==> config.mk <==
export PLATFORM = sky130hd
export DESIGN_NAME = ps2_host_tx
export DESIGN_NICKNAME = d
export VERILOG_FILES = /design/src/rtl/ps2_host_tx.sv
export SDC_FILE = /design/constraint.sdc
export NUM_CORES = 1
export LEC_CHECK = 0
export CAP_MARGIN = 5
export CORE_ASPECT_RATIO = 1.5
export CORE_MARGIN = 3
export CORE_UTILIZATION = 35
export DETAILED_ROUTE_END_ITERATION = 8
export HOLD_SLACK_MARGIN = 0.15
export SETUP_SLACK_MARGIN = 0.15
export SLEW_MARGIN = 0
export SYNTH_ARGS = -nofsm -noshare
export SYNTH_HDL_FRONTEND = slang
export SYNTH_SLANG_ARGS = --single-unit
==> constraint.sdc <==
create_clock -name clk -period 2.2 [get_ports clk]
set_input_delay 0.44 -clock clk [delete_from_list [all_inputs] [get_ports clk]]
set_output_delay 0.44 -clock clk [all_outputs]
set_load 0.03 [all_outputs]
==> src/rtl/ps2_host_tx.sv <==
// ps2_host_tx: PS/2 host-to-device command byte transmitter; watchdog enabled by PS2_TX_TIMEOUT_EN
module ps2_host_tx #(
  parameter int INHIBIT_CYCLES = 10000,
  parameter int RTS_CYCLES = 200,
  parameter int FILTER_MAX = 19
`ifdef PS2_TX_TIMEOUT_EN
  , parameter int TIMEOUT_CYCLES = 2000000
`endif
) (
  input  logic       clk,
  input  logic       rst,
  input  logic       ps2_clk,
  input  logic       ps2_data,
  output logic       ps2_clk_oe,
  output logic       ps2_data_oe,
  input  logic       wen,
  input  logic [7:0] wdata,
  output logic       busy,
  output logic       done,
  output logic       err
);
  localparam int FW = $clog2(FILTER_MAX + 2);
  localparam int TW = $clog2((INHIBIT_CYCLES > RTS_CYCLES ? INHIBIT_CYCLES : RTS_CYCLES) + 1);
  localparam logic [FW-1:0] FMAX = FW'(FILTER_MAX);
  localparam logic [TW-1:0] INH_END = TW'(INHIBIT_CYCLES - 1);
  localparam logic [TW-1:0] RTS_END = TW'(RTS_CYCLES - 1);
  typedef enum logic [2:0] {IDLE, INHIBIT, RTS, SEND, ACK, WAIT_IDLE} state_t;
  state_t state, state_n;
  logic [1:0] s1, s2, f;
  logic [FW-1:0] fc [2];
  logic f_clk_d, fall, expire;
  logic [TW-1:0] tmr, tmr_n;
  logic [3:0] bitcnt, bitcnt_n;
  logic [7:0] byte_q, byte_n;
  logic par, par_n, dq, dq_n, err_n, done_n;
  // bit 0 is the clock line, bit 1 the data line; a new level is taken only after FILTER_MAX+1 stable cycles
  always_ff @(posedge clk) begin
    if (rst) begin
      s1 <= '1;
      s2 <= '1;
      f <= '1;
      f_clk_d <= 1'b1;
      fc[0] <= '0;
      fc[1] <= '0;
    end else begin
      s1 <= {ps2_data, ps2_clk};
      s2 <= s1;
      f_clk_d <= f[0];
      for (int i = 0; i < 2; i++) begin
        if (s2[i] == f[i]) fc[i] <= '0;
        else if (fc[i] == FMAX) begin
          f[i] <= s2[i];
          fc[i] <= '0;
        end else fc[i] <= fc[i] + 1'b1;
      end
    end
  end
  assign fall = f_clk_d & ~f[0];
`ifdef PS2_TX_TIMEOUT_EN
  localparam int WW = $clog2(TIMEOUT_CYCLES + 1);
  localparam logic [WW-1:0] WD_END = WW'(TIMEOUT_CYCLES - 1);
  logic [WW-1:0] wd;
  // per-transfer watchdog, held at zero while idle so it restarts on every accepted send
  always_ff @(posedge clk) wd <= (rst || state == IDLE) ? '0 : wd + 1'b1;
  assign expire = state != IDLE && wd == WD_END;
`else
  assign expire = 1'b0;
`endif
  // next-state: inhibit, request-to-send, device-clocked bits, ack check, wait for idle lines
  always_comb begin
    state_n = state;
    tmr_n = tmr + 1'b1;
    bitcnt_n = bitcnt;
    byte_n = byte_q;
    par_n = par;
    dq_n = dq;
    err_n = err;
    done_n = 1'b0;
    case (state)
      IDLE: if (wen) begin
        state_n = INHIBIT;
        tmr_n = '0;
        byte_n = wdata;
        par_n = ~^wdata;
        err_n = 1'b0;
        dq_n = 1'b0;
      end
      INHIBIT: if (tmr == INH_END) begin
        state_n = RTS;
        tmr_n = '0;
        dq_n = 1'b1;
      end
      RTS: if (tmr == RTS_END) begin
        state_n = SEND;
        bitcnt_n = '0;
      end
      SEND: if (fall) begin
        bitcnt_n = bitcnt + 1'b1;
        dq_n = bitcnt < 4'd8 ? ~byte_q[bitcnt[2:0]] : bitcnt == 4'd8 ? ~par : 1'b0;
        state_n = bitcnt == 4'd9 ? ACK : SEND;
      end
      ACK: if (fall) begin
        state_n = f[1] ? IDLE : WAIT_IDLE;
        err_n = f[1];
      end
      WAIT_IDLE: if (f[0] && f[1]) begin
        state_n = IDLE;
        done_n = 1'b1;
      end
      default: state_n = IDLE;
    endcase
    if (expire) begin
      state_n = IDLE;
      dq_n = 1'b0;
      err_n = 1'b1;
      done_n = 1'b0;
    end
  end
  // state and datapath registers
  always_ff @(posedge clk) begin
    if (rst) begin
      state <= IDLE;
      tmr <= '0;
      bitcnt <= '0;
      byte_q <= '0;
      par <= 1'b0;
      dq <= 1'b0;
      err <= 1'b0;
      done <= 1'b0;
    end else begin
      state <= state_n;
      tmr <= tmr_n;
      bitcnt <= bitcnt_n;
      byte_q <= byte_n;
      par <= par_n;
      dq <= dq_n;
      err <= err_n;
      done <= done_n;
    end
  end
  assign ps2_clk_oe = state == INHIBIT || state == RTS;
  assign ps2_data_oe = dq;
  assign busy = state != IDLE;
endmodule

After elaboration in Yosys (flattened, before gate mapping)
Memory sizes are Yosys's and may differ from the RTL's.
Cells that the tools add are included.

word-level totals
  bits in registers = 40
  bits in writable memories = 10
  input port bits = 13
  output and inout port bits = 5
  logic and storage cells = 124
  memories kept = 1

memory list
  memory  words  width  rd ports  clocked after memory_dff  wr ports  RTL line  source
  fc      2      5      2         0                         2         30        logic [FW-1:0] fc [2];

operators by class
  add/sub/neg operators = 4
  $lt $le $gt $ge = 2
  eq/ne operators = 19
  muxes and demuxes = 56
  bitwise operators = 13
  reductions and logical operators = 16

operators by type and width
  kind                     count
  $mux W1                  32
  $mux W5                  6
  $mux W14                 2
  $pmux W14 S2             1
  $mux W3                  8
  $pmux W3 S6              1
  $add A14 B1 Y14 const B  1
  $eq A14 B14 Y1 const B   1
  $eq A14 B8 Y1 const B    1
  $ne A2 B2 Y1 const B     6
  $add A5 B1 Y5 const B    2
  $eq A5 B5 Y1 const B     2
  $eq A4 B4 Y1 const B     2
  $mux W4                  2
  $pmux W4 S2              1
  $reduce_xnor A8 Y1       1
  $eq A3 B2 Y1 const B     2
  $eq A3 B3 Y1 const B     2
  $not A1 Y1               6
  $or A1 B1 Y1             6
  $reduce_and A2 Y1        3
  $reduce_and A3 Y1        2
  $reduce_and A6 Y1        1
  $reduce_bool A3 Y1       2
  other kinds (15)         17

Depth between registers and ports, before layout
Gate-level depths: netlist of the first run.
An unclocked memory read counts as a cell.

  word-level depth = 8
  gate-level depth with buffers = 6
  depth with buffers taken out = 5

Worst setup path after synthesis of the first run
Ideal clock, no wire load.

  path kind = flip-flop to flip-flop
  from = reg tmr[4]
  to = reg tmr[13]
  setup time = 115 ps
  arrival time = 1,678 ps
  required time = 2,085 ps
  setup slack = 407 ps
  cell stages (with the launch flop) = 6
  path buffers = 1
  period minus slack after synthesis = 1,793 ps
  path through = dfxtp_1 or4_4 nor4_4 a311o_2 buf_6 nor2_1

between the ends
  cells in the longest elaborated chain, start to end = 3
  elaborated cells on any way between the ends = 5
  those cells by class = add/sub: 1; eq/ne: 1; mux: 3

RTL lines
  item                                               RTL line  source
  start: declaration                                 32        logic [TW-1:0] tmr, tmr_n;
  start signal: assignment                           132       tmr <= tmr_n;
  $add A14 B1 Y14 or $eq A14 B14 Y1 (tied branches)  72, 88
  $mux W14, on equally long branches                 88, 80
  $pmux W14 S2 (*)                                   79        case (state)

Mark *: on every way between the ends. The rest lies on a longest branch, timed or not.
A chain may end at the register's enable or synchronous reset.

Worst setup path after layout of the first run
  from = reg tmr[4]
  to = reg tmr[7]

The elaborated chain is that of the path after synthesis.

==> impl_metrics.yaml, run 1 <==
sta:
  rsz0062_at_grt: "no"
  tns_ps: 0
  setup_viol_count_final: 0
  slew_headroom_pct: 63.3
  fin_crit_ps: 1930
  slew_viol_final: 0
  finClkSkew_ps: 3.94
  hold_viol: 0
  finalCritPeriodShare_pct: 87.6
  tightest_slew_ps: 543
  fin_ws_ps: 273
  clock.fmax_ghz: 0.519
clock_network:
  cts_buffers: 5
  cts.hold.buffers_added: 0
  htreeDepth: 2
  clk_pin_slew_ps: 90
  root_buffer: "clkbuf_8"
  clk_latency_ps: 300
  clockBufferDepth: 2
  cts_tree: "done"
  cts_setup_buffers: 0
  cts.sinks: 50
cells_and_area:
  fin_nets: 312
  layout_commonest_cell: "dfxtp_1"
  n_antenna_cell: 0
  drive_above_1_share_pct: 11.2
  final_cell_mix: "dfxtp_1, nor2_1, nand2_1"
  syn2layout_area_growth_pct: 17.2
run_status:
  status: "finished clean"
pwr:
  power_leakage_uw: 0.000991
  peakVddDrop_mv: 0.343
  p_total_uw: 2040
  p_per_area_nw_per_um2: 712
synthesis:
  ys_types: 49
  avgSynthCellArea_um2: 9.32
  synth-edff-count: 10
  ys_seq_area_share_pct: 44.9
  syn_inst: 263
  synth.cell_area_um2: 2450
  synthFlopType: "dfxtp_1"
  ys_warn_count: 0
  ys_ff_latch: 50
  synthArstFlopShare_pct: 0
worst_setup_path:
  critPathKind: "reg2reg"
  crit_required_ps: 2390
  end_kind: "register"
  ff2ff_setup_slack_ps: 270
  worst_setup_path_start_kind: "register"
  cp_max_fo: 14
  crit_arrival_ps: 2120
floorplanning:
  die_h_um: 108
  die_area_um2: 8060
  rows: 36
  core_um2: 6670
  start_util_pct: 36.8
  boundaryPins: 18
  die_x_um: 74.3
route:
  drc_errors: 0
  first_iter_violations: 99
  vias: 1897
  drt_pass1_iterations: 4
  wl_mm: 4.97
  drt.antenna.violating_nets: 0
  wire_per_inst_um: 13.4
  viasPerCell: 5.13
global_route:
  grt_max_degree: 25
  grt_first_pass_wirelength_mm: 8.56
  gr-total-overflow: 0
  grt_pass1_vias: 1918
  antenna_found_initial: 0
  track_usage_pct: 13.6
place:
  io_buffers: 17
  dp_slack_ps: 255
  finalWeightedCongestion: 0.871
  dp_hpwl_mm: 3.79
hold_path:
  hold_path.class: "reg2reg"
flow_run:
  cap_violations: 0
[final timing paths]
path,start,cells after the start,end
setup / recovery,tmr[4],4,tmr[7]
hold / removal,s1[0],1,s2[0]
setup reg to reg,tmr[4],4,tmr[7]
hold reg to reg,s1[0],1,s2[0]
[critical path: stages, from the launching register on]
cell	delay, ps
dfxtp_1	370
or4_4	560
nor4_4	390
a311o_2	410
nor2_1	80
[report_power, final]
group | leakage (uW) | switching (uW) | internal (uW)
combinational | 0.000505 | 229 | 167
sequential | 0.000429 | 35.0 | 982
clock | 0.0000579 | 298 | 335
[cells in the mapped netlist (4+ instances only)]
| master | count | area, um2 |
|---|---|---|
| edfxtp_1 | 10 | 300 |
| xor2_1 | 11 | 96.3 |
| nor3_1 | 14 | 70.1 |
| nor2b_1 | 4 | 25.0 |
| a21oi_1 | 11 | 55.1 |
| inv_1 | 9 | 33.8 |
| nand2_1 | 24 | 90.1 |
| dfxtp_1 | 40 | 801 |
| nor2_1 | 34 | 128 |
| or2_2 | 5 | 31.3 |
| ha_1 | 6 | 75.1 |
| clkbuf_1 | 9 | 33.8 |
| xnor2_1 | 19 | 166 |
| nand4_1 | 7 | 43.8 |
| nand3_1 | 12 | 60.1 |
[what timing repair did]
item,in CTS,in global routing
pin swaps,0,1
gates resized for setup,1,1
setup endpoints to repair,1,7
hold endpoints to repair,0,0
[layout make-up]
class,count,area [um2]
fillers,657,3790
multi-input cells,202,1300
flip-flops and latches,50,1100
repair buffers,25,231
well taps,76,95.1
clock buffers,5,68.8
clock inverters,3,40.0
inverters,9,33.8
[logic make-up (layout without fill, tap and decap cells)]
family	count (synthesis)	after routing	synth area share, %
adders and majority gates	6	6	3.06
DFF	50	50	44.9
xor gates and xnor gates	30	30	10.7
muxes	2	2	1.84
and+or+nand+nor	122	122	26.2
buffers and inverters	20	42	3.37
other	1	10	0.153
AOI/OAI and AO/OA	32	32	9.75
[stage by stage]
step / cells / hold WS, ps / instance area (um2) / utilization [%]
after detailed placement: 362 / 393 / 2760 / 41.4
after global placement: 362 / 397 / 2760 / 41.4
after floorplan: 272 / 389 / 2480 / -
after global routing: 370 / 444 / 2870 / 43.1
final: 370 / 413 / 2870 / 43.1
after CTS: 370 / 415 / 2870 / 43.0
[metal layers]
metal,track usage (%),vias to the layer above,share of wire [%]
met5,0,-,0
met3,3.07,6,2.8
met1,15.3,887,41
met4,5.60,0,1.5
li1,-,973,-
met2,24.0,31,54
[registers in the layout (all words and copies together) (netlist names), 2 cells and up]
name and flops:
f 2, s2 2, tmr 14, bitcnt 4
fc 10, byte_q 8, s1 2, state 3
Note: power is estimated with default switching activity, not from simulation.
==> run 2: changes to the inputs <==
Settings changed: GPL_TIMING_DRIVEN set to 0, SKIP_LAST_GASP set to 1, SLEW_MARGIN 0 to 40.
==> impl_metrics.yaml, run 2 (same netlist as run 1, synthesis figures left out) <==
route:
  viasPerCell: 5.11
  drc_errors: 0
  drt.antenna.violating_nets: 0
  wire_per_inst_um: 12.9
  vias: 1917
  wl_mm: 4.82
  first_iter_violations: 111
  drt_pass1_iterations: 4
pwr:
  p_per_area_nw_per_um2: 745
  power_leakage_uw: 0.000997
  p_total_uw: 2170
  peakVddDrop_mv: 0.313
worst_setup_path:
  critical-path-top-delay-family: "simple AND/OR/NAND/NOR gates"
  end_kind: "register"
  slowest_stage: "or4_4"
  crit_required_ps: 2390
  cp_num_buf_inv: 0
  crit_arrival_ps: 2180
  worstPathCellList: "or4_4, nand4b_1, a31o_2, a221oi_1"
  critPathKind: "reg2reg"
  worst_setup_path_start_kind: "register"
  cp_max_fo: 6
  cpPeakStageDelay_ps: 570
global_route:
  grt_first_pass_wirelength_mm: 8.42
  grt_pass1_vias: 1875
  gr-total-overflow: 0
  grt_max_degree: 17
  antenna_found_initial: 0
  track_usage_pct: 13.4
sta:
  setup_viol_count_final: 0
  hold_viol: 0
  finClkSkew_ps: 6.02
  fin_crit_ps: 1990
  tightest_slew_ps: 648
  slew_viol_final: 0
  clock.fmax_ghz: 0.503
  tns_ps: 0
  rsz0062_at_grt: "no"
  slew_headroom_pct: 56.6
  finalCritPeriodShare_pct: 90.4
cells_and_area:
  final_cell_mix: "dfxtp_1, nor2_1, nand2_1"
  fin_nets: 317
  top_regs: "tmr (14), fc (10), byte_q (8)"
  n_antenna_cell: 0
  regMostFlops: "tmr"
  drive_above_1_share_pct: 12.0
  stdcell_count: 375
  largest_reg_flops: 14
  syn2layout_area_growth_pct: 18.7
  layout_commonest_cell: "dfxtp_1"
  fill_cells: 691
place:
  io_buffers: 17
  dp_cells: 365
  dp_hpwl_mm: 3.63
  finalWeightedCongestion: 0.875
clock_network:
  cts.sinks: 50
  cts.hold.buffers_added: 0
  root_buffer: "clkbuf_8"
  htreeDepth: 2
  clk_latency_ps: 300
  cts_tree: "done"
  clk_pin_slew_ps: 90
  cts_buffers: 5
  clockBufferDepth: 2
hold_path:
  hold_path.class: "reg2reg"
floorplanning:
  die_x_um: 74.3
  die_area_um2: 8060
  rows: 36
  core_um2: 6670
  start_util_pct: 36.8
  die_h_um: 108
  boundaryPins: 18
flow_run:
  cap_violations: 0
run_status:
  status: "finished clean"
## run 2: report_power, final
part / switching, uW / total [uW] / leakage (uW) / internal, uW
sequential: 41.7 / 1020 / 0.000429 / 983
combinational: 227 / 381 / 0.000499 / 154
clock: 306 / 762 / 0.0000683 / 455
## run 2: what timing repair did
| item | CTS | global route |
|---|---|---|
| endpoints found under the setup margin | 2 | 12 |
| pin swaps | 0 | 2 |
| hold endpoints to repair | 0 | 0 |
| gates resized for setup | 5 | 8 |
| buffers inserted | 0 | 2 |
## run 2: final cells by class
cell class	count	area (um2)	share of cell area, %
multi-input cells	202	1310	45.1
clock buffers	5	68.8	2.36
repair buffers	19	175	6.02
inverters	9	33.8	1.16
plain buffers	11	53.8	1.85
flip-flops and latches	50	1100	37.9
clock inverters	3	68.8	2.36
well taps	76	95.1	3.27
## run 2: metrics by stage
stage	utilization, %	hold slack [ps]	area (um2)	setup slack [ps]
detailed placement	41.4	403	2760	-1.88
finish	43.7	420	2910	212
global placement	41.3	399	2750	-282
floorplan	-	389	2480	407
CTS	43.5	427	2900	92.9
global route	43.7	440	2910	168
## run 2: path summary, 6_finish.rpt
check              start  endpoint  slack [ps]  cells after the start
setup / recovery  tmr[4]  state[0]         210                      4
hold / removal     s1[0]     s2[0]         420                      1
setup reg to reg  tmr[4]  state[0]         210                      4
hold reg to reg    s1[0]     s2[0]         420                      1
## run 2: layer usage
| layer | share of wire (%) | track usage (%) | routed length, um |
|---|---|---|---|
| met5 | 0 | 0 | 0 |
| met4 | 1.6 | 5.73 | 79 |
| met3 | 3.8 | 3.16 | 183 |
| met2 | 52 | 23.9 | 2530 |
| met1 | 42 | 14.9 | 2030 |
